File: src/rtl/neuron_lut_scheduler.sv
// neuron_lut_scheduler
// Time-shares a single 7-input/2-output LUT datapath across NUM_NEURONS neurons.
// A frame of pre-gathered LUT addresses is latched, one lookup is issued per
// cycle, the returned 2-bit results are assembled into out_data, and the frame
// is held until downstream accepts it.
module neuron_lut_scheduler #(
    parameter int NUM_NEURONS = 8,
    parameter int SEL_W       = 6
) (
    input  logic                       clk,
    input  logic                       rst,
    input  logic                       in_valid,
    output logic                       in_ready,
    input  logic [7*NUM_NEURONS-1:0]   in_data,
    output logic                       lut_req,
    output logic [SEL_W-1:0]           lut_sel,
    output logic [6:0]                 lut_addr,
    input  logic [1:0]                 lut_rdata,
    output logic                       out_valid,
    input  logic                       out_ready,
    output logic [2*NUM_NEURONS-1:0]   out_data,
    output logic [15:0]                frame_count
);

    localparam int K_W = (NUM_NEURONS > 1) ? $clog2(NUM_NEURONS) : 1;
    localparam logic [K_W-1:0] K_LAST = K_W'(NUM_NEURONS - 1);

    typedef enum logic [1:0] {
        ST_IDLE  = 2'd0,
        ST_ISSUE = 2'd1,
        ST_DRAIN = 2'd2,
        ST_DONE  = 2'd3
    } state_e;

    // FSM state and datapath registers
    state_e                              state_q, state_d;
    logic [K_W-1:0]                      k_q, k_d;
    logic [NUM_NEURONS-1:0][6:0]         frame_q, frame_d;
    logic [NUM_NEURONS-1:0][1:0]         res_q, res_d;
    logic                                rd_pend_q, rd_pend_d;
    logic [K_W-1:0]                      rd_sel_q, rd_sel_d;
    logic [15:0]                         frame_count_q, frame_count_d;

    // Frame is taken only while the block advertises readiness
    logic accept_s;
    logic deliver_s;

    assign accept_s  = in_valid && in_ready;
    assign deliver_s = (state_q == ST_DONE) && out_ready;

    assign out_data    = res_q;
    assign frame_count = frame_count_q;

    // State and datapath registers with synchronous reset
    always_ff @(posedge clk) begin
        if (rst) begin
            state_q       <= ST_IDLE;
            k_q           <= '0;
            frame_q       <= '0;
            res_q         <= '0;
            rd_pend_q     <= 1'b0;
            rd_sel_q      <= '0;
            frame_count_q <= 16'd0;
        end else begin
            state_q       <= state_d;
            k_q           <= k_d;
            frame_q       <= frame_d;
            res_q         <= res_d;
            rd_pend_q     <= rd_pend_d;
            rd_sel_q      <= rd_sel_d;
            frame_count_q <= frame_count_d;
        end
    end

    // Next-state logic: accept, issue every neuron, drain last result, hold
    always_comb begin
        state_d = state_q;
        case (state_q)
            ST_IDLE: begin
                if (accept_s) begin
                    state_d = ST_ISSUE;
                end else begin
                    state_d = ST_IDLE;
                end
            end
            ST_ISSUE: begin
                if (k_q == K_LAST) begin
                    state_d = ST_DRAIN;
                end else begin
                    state_d = ST_ISSUE;
                end
            end
            ST_DRAIN: begin
                state_d = ST_DONE;
            end
            ST_DONE: begin
                if (out_ready) begin
                    state_d = ST_IDLE;
                end else begin
                    state_d = ST_DONE;
                end
            end
            default: begin
                state_d = ST_IDLE;
            end
        endcase
    end

    // Moore outputs decoded from the current state; select/address are
    // forced to zero whenever no lookup is being issued
    always_comb begin
        in_ready  = 1'b0;
        lut_req   = 1'b0;
        lut_sel   = '0;
        lut_addr  = 7'd0;
        out_valid = 1'b0;
        case (state_q)
            ST_IDLE: begin
                // held low while reset is asserted so nothing is offered
                in_ready = ~rst;
            end
            ST_ISSUE: begin
                lut_req  = 1'b1;
                lut_sel  = SEL_W'(k_q);
                lut_addr = frame_q[k_q];
            end
            ST_DRAIN: begin
                lut_req = 1'b0;
            end
            ST_DONE: begin
                out_valid = 1'b1;
            end
            default: begin
                in_ready = 1'b0;
            end
        endcase
    end

    // Datapath: neuron index, frame latch, result assembly, delivery counter
    always_comb begin
        k_d           = k_q;
        frame_d       = frame_q;
        res_d         = res_q;
        frame_count_d = frame_count_q;
        // remember which neuron was looked up so its result lands next cycle
        rd_pend_d     = lut_req;
        rd_sel_d      = k_q;

        if (accept_s) begin
            frame_d = in_data;
            k_d     = '0;
        end else if ((state_q == ST_ISSUE) && (k_q != K_LAST)) begin
            k_d = k_q + K_W'(1);
        end else if (state_q == ST_ISSUE) begin
            k_d = '0;
        end else begin
            k_d = k_q;
        end

        // a fresh frame starts from an all-zero result vector
        if (accept_s) begin
            res_d = '0;
        end else if (rd_pend_q) begin
            res_d[rd_sel_q] = lut_rdata;
        end else begin
            res_d = res_q;
        end

        if (deliver_s) begin
            frame_count_d = frame_count_q + 16'd1;
        end else begin
            frame_count_d = frame_count_q;
        end
    end

endmodule

File: config.mk
export PLATFORM = sky130hd
export DESIGN_NAME = neuron_lut_scheduler
export DESIGN_NICKNAME = d
export VERILOG_FILES = /design/src/rtl/neuron_lut_scheduler.sv
export SDC_FILE = /design/constraint.sdc
export NUM_CORES = 1
export LEC_CHECK = 0
export CORE_ASPECT_RATIO = 0.8
export CORE_UTILIZATION = 52
export DETAILED_ROUTE_END_ITERATION = 7
export PLACE_DENSITY = 0.86
export SYNTH_ARGS = -nofsm -noshare
export SYNTH_HDL_FRONTEND = slang
export SYNTH_SLANG_ARGS = --single-unit
File: constraint.sdc
create_clock -name clk -period 2.99 [get_ports clk]
set_input_delay 0.598 -clock clk [delete_from_list [all_inputs] [get_ports clk]]
set_output_delay 0.598 -clock clk [all_outputs]
set_load 0.01 [all_outputs]
# Word-level counts from Yosys, hierarchy flattened
# Index checks and enable logic that the tools add are counted.
# Widths: inputs -> output; s select.
[classes]
eq_ne = 5
magnitude_cmp = 3
muxes = 16
n_reduce_logical = 7
bitwise_logic = 1
addsub = 2
[ops]
columns = ["op", "n"]
rows = [
  ["$bmux 7 s3", 1],
  ["$add 16x1->16 const B", 1],
  ["$bwmux 16", 1],
  ["$mux 7", 2],
  ["$mux 3", 3],
  ["$lt 3x4->1 const B", 2],
  ["$pmux 2 s4", 1],
  ["$demux 2 s3", 1],
  ["$mux 2", 3],
  ["$eq 2x2->1 const B", 2],
  ["$logic_and 1x1->1", 4],
  ["$mux 1", 4],
  ["$add 3x1->3 const B", 1],
  ["$eq 3x3->1 const B", 1],
  ["$ge 3x1->1 const B", 1],
  ["$ne 3x3->1 const B", 1],
  ["$eq 2x1->1 const B", 1],
  ["$logic_not 2->1", 1],
  ["$reduce_bool 2->1", 1],
  ["$reduce_or 2->1", 1],
  ["$not 1->1", 1],
]
[totals]
out_inout_bits = 48
word_cells = 55
inputBits = 62
reg_bits = 97

# Depth between registers and ports, before layout
[logic_depth]
depth_word = 5
ltp_mapped = 6

# Least setup slack after synthesis
# Ideal clock, no wire load.
[synth_timing]
kind = "register to output"
from = "register k_q[0]"
to = "output lut_addr[1]"
path_buffers = 2
required_time_ps = 2392
path_stages_with_launch = 6
t_arrival_ps = 1545
slack_ps = 847
path_cell_list = "dfxtp_1 -> buf_2 -> buf_2 -> mux4_2 -> mux2i_1 -> nor2_1"
[synth_via]
elab_chain_len = 3
[synth_lines]
columns = ["element", "line", "rtl"]
rows = [
  ["from (decl)", "37", "logic [K_W-1:0] k_q, k_d;"],
  ["from (signal assigned)", "66", "k_q <= k_d;"],
  ["$bmux 7 s3", "125", "lut_addr = frame_q[k_q];"],
  ["$mux 7 (not written as such)", "125", ""],
  ["$mux 7", "117", "case (state_q)"],
  ["to (decl)", "17", "output logic [6:0] lut_addr,"],
]
# Every way passes these cells. The select of a mux whose other input is x is not followed.

# Worst setup path after layout
[layout_timing]
from = "register k_q[0]"
to = "output lut_addr[2]"
# Same word-level chain as after synthesis.

==> flow_metrics.tcl <==
set metrics [dict create \
    outcome "completed" \
    path_cells "buf_12 -> mux4_2 -> mux2i_2 -> nor2_1 -> clkdlybuf4s50_1" \
    rsz0062_at_grt "no" \
    core_area_sq_mm 0.00791 \
    setup_ws_ns 0.105 \
    cts_buffer_depth 2 \
    worstReg2RegStart "state_q[0]$_SDFF_PP0_" \
    cts_tree "built" \
    io_buffers 106 \
    antenna_left 0 \
    finalSetupViolCount 0 \
    cts-htree-levels 3 \
    cts_root_buf "clkbuf_8" \
    worst-r2r-setup-slack_ns 1.11 \
    clock_latency_ns 0.36 \
    cpLargestDelayFamily "multiplexers" \
    fin_area_sq_mm 0.00554 \
    netlist_instances 468 \
    die-area_sq_mm 0.00851 \
    worstReg2RegEnd "frame_count[15]$_SDFFE_PP0P_" \
    multi_input_area_sq_mm 0.00214 \
    start_util_pct 53.5 \
    via_count 3486 \
    slowest_stage "mux4_2" \
    viasPerCell 5.22 \
    fmax_mhz 347 \
    tns_ns 0 \
    hp-start "frame_q[54]$_SDFFE_PP0P_" \
    drive_gt1_share_pct 8.04 \
    synth_area_leader_cell "dfxtp_1" \
    worst_ep_required_time_ns 2.39 \
    dp_hpwl_microns 6890 \
    peakVddDrop_v 0.000280 \
    fillers 645 \
    wire_per_inst_microns 14.3 \
    preCtsSetupSlack_ns 0.423 \
    period_minus_slack_ns 2.89 \
    netlist.area_leader.share_pct 45.8 \
    start_kind "flop" \
    final_max_slew_viol_count 0 \
    postCtsHoldBufs 0 \
    synth-seq-area-share_pct 45.8 \
    finalCritPeriodShare_pct 96.5 \
    grt_start_max_net_pins 113 \
    ios 110 \
    rows 29 \
    grt_pass1_vias 3219 \
    synth_edf_count 0 \
    die_h_microns 82.7 \
    area_delta_synth_final_pct 30.8 \
    holdPathEnd "frame_q[54]$_SDFFE_PP0P_" \
    hold_ws_ns 0.476 \
    drt-total-wl_microns 9540 \
    fin_skew_ns 0.0108 \
    leakage_nw 1.95 \
    cap_viol_max_count 0 \
    cts_buffers 9 \
    post_cts_buffers 0 \
    grt_pass1_wl_microns 15100 \
    placed_area_sq_mm 0.00533 \
    end_kind "primary output" \
    clock-sinks 97 \
    antenna_cells 0 \
    synth-seq-cells 97 \
    synth_cell_types 39 \
    worst_pin_slew_ns 0.605 \
    ys.flop_type "dfxtp_1" \
    finalNetCount 620 \
    power.density_mw_per_mm2 451 \
    crit_arrival_ns 2.29 \
    async_flop_share_pct 0 \
    worstRegToRegCells 4 \
    drt-initial-drc-count 159 \
    slowest_delay_ns 0.53 \
    grt_usage_pct 23.5 \
    die_w_microns 103 \
    place.gp.congestion 0.843 \
    slew_headroom_pct 59.6 \
    final-hold-violation-count 0 \
    grt_overflow 0 \
    drtPass1Iterations 4 \
    clk_pin_slew_worst_paths_ns 0.08 \
    synth.area.top_cells "dfxtp_1 (46%), nand2b_1 (8.6%), mux4_2 (7.4%), o21ai_0 (7.1%), nand2_1 (5.8%)" \
    antenna_found_initial 0 \
    remaining_drc_errors 0 \
    crit_type "flop to primary output" \
    hp-class "flop to flop" \
    avgSynthCellArea_sq_um 9.05 \
    regArea_sq_mm 0.00194 \
    crit_buf_inv 2 \
    synth_area_sq_mm 0.00424 \
    hold_depth 2 \
    crit_path_max_fanout 16 \
    ys_warn_count 0 \
]
==> state kept, by name, indices dropped and copies added (netlist names) <==
name         count
frame_count     16
frame_q         56
k_q              3
out_data        16
rd_pend_q        1
rd_sel_q         3
state_q          2
==> worst max-delay path by stage <==
stage / start / endpoint / slack [ns] / depth (start not counted)
global route: k_q[0]$_SDFFE_PP0P_ / lut_addr[2] / 0.007 / 5
floorplan: k_q[0]$_SDFFE_PP0P_ / lut_addr[1] / 0.85 / 5
finish: k_q[0]$_SDFFE_PP0P_ / lut_addr[2] / 0.10 / 5
CTS: k_q[0]$_SDFFE_PP0P_ / lut_addr[2] / 0.04 / 5
global placement: k_q[0]$_SDFFE_PP0P_ / lut_addr[1] / 0.56 / 5
detailed placement: k_q[0]$_SDFFE_PP0P_ / lut_addr[2] / 0.42 / 5
==> cells in the final DEF (no fill, tap or decap), types with 6 or more instances in the layout <==
cell	synthesis	final
mux4_2	14	14
nand2_1	66	66
nor3_1	7	7
clkbuf_8	0	10
a21oi_1	10	10
mux2i_1	24	23
clkdlybuf4s50_1	0	105
nand2b_1	58	58
dfxtp_1	97	97
nand4_1	6	6
o21ai_0	60	60
nor2_1	38	38
==> worst reg2reg max path, stage by stage, from the launching register on <==
cell,delay [ns]
dfxtp_1,0.55
and3_1,0.42
nand2_1,0.20
or4_1,0.51
a21oi_1,0.15
==> Yosys cell counts, drive strengths merged, types with 3 or more instances <==
master  count
and2        5
o21ai      60
nor2       38
ha          3
nand2      66
nand3b      3
dfxtp      97
buf        15
nor3        7
mux2i      24
nor2b       4
nand3       4
or3         5
xnor2       4
mux4       14
clkbuf     22
xor2        5
nand2b     58
nand4       7
a21oi      10
nand4b      3
==> logic make-up after synthesis <==
group / count (synthesis) / share of synthesized area [%]
other: 1 / 0.0885
adder cells (fa/ha/maj): 3 / 0.886
XOR/XNOR: 9 / 1.86
flip-flops: 97 / 45.8
multiplexers: 39 / 13.4
AO/OA/AOI/OAI: 73 / 8.83
buffers and inverters: 38 / 3.96
AND/OR/NAND/NOR: 208 / 25.1
==> layer usage <==
layer	part of all wire (%)	global-route usage [%]	wire, microns
met1	45	29.4	4280
met2	49	41.5	4710
met3	5.0	5.05	474
met4	0.79	5.77	75
met5	0	0	0
==> layout make-up <==
class                      count  share of cell area (%)
sequential                    97                    35.1
multi-input combinational    335                    38.7
clock inverter                 5                   0.994
tap                          108                    2.44
timing repair buffer         111                    20.2
inverter                       1                  0.0678
clock buffer                  11                    2.55
==> report_power, final <==
group / internal [mW] / total, mW / switching [mW]
clock: 0.407 / 0.836 / 0.429
sequential: 1.35 / 1.39 / 0.0408
combinational: 0.160 / 0.272 / 0.112
total: 1.92 / 2.50 / 0.582
==> through the flow <==
step | power (mW) | util (%) | cells
after floorplan | 1.55 | - | 470
after global placement | 1.68 | 67.3 | 652
after detailed placement | 1.69 | 67.3 | 652
after CTS | 2.52 | 69.9 | 668
after global routing | 2.60 | 70.0 | 668
final | 2.50 | 70.0 | 668
==> what timing repair did <==
action / in CTS / in global routing
setup endpoints to repair: 1 / 1
gates resized for setup: 1 / 3
gates cloned: 0 / 0
endpoints found under the hold margin: 0 / 0
No activity file was read; power rests on OpenSTA's default activity.
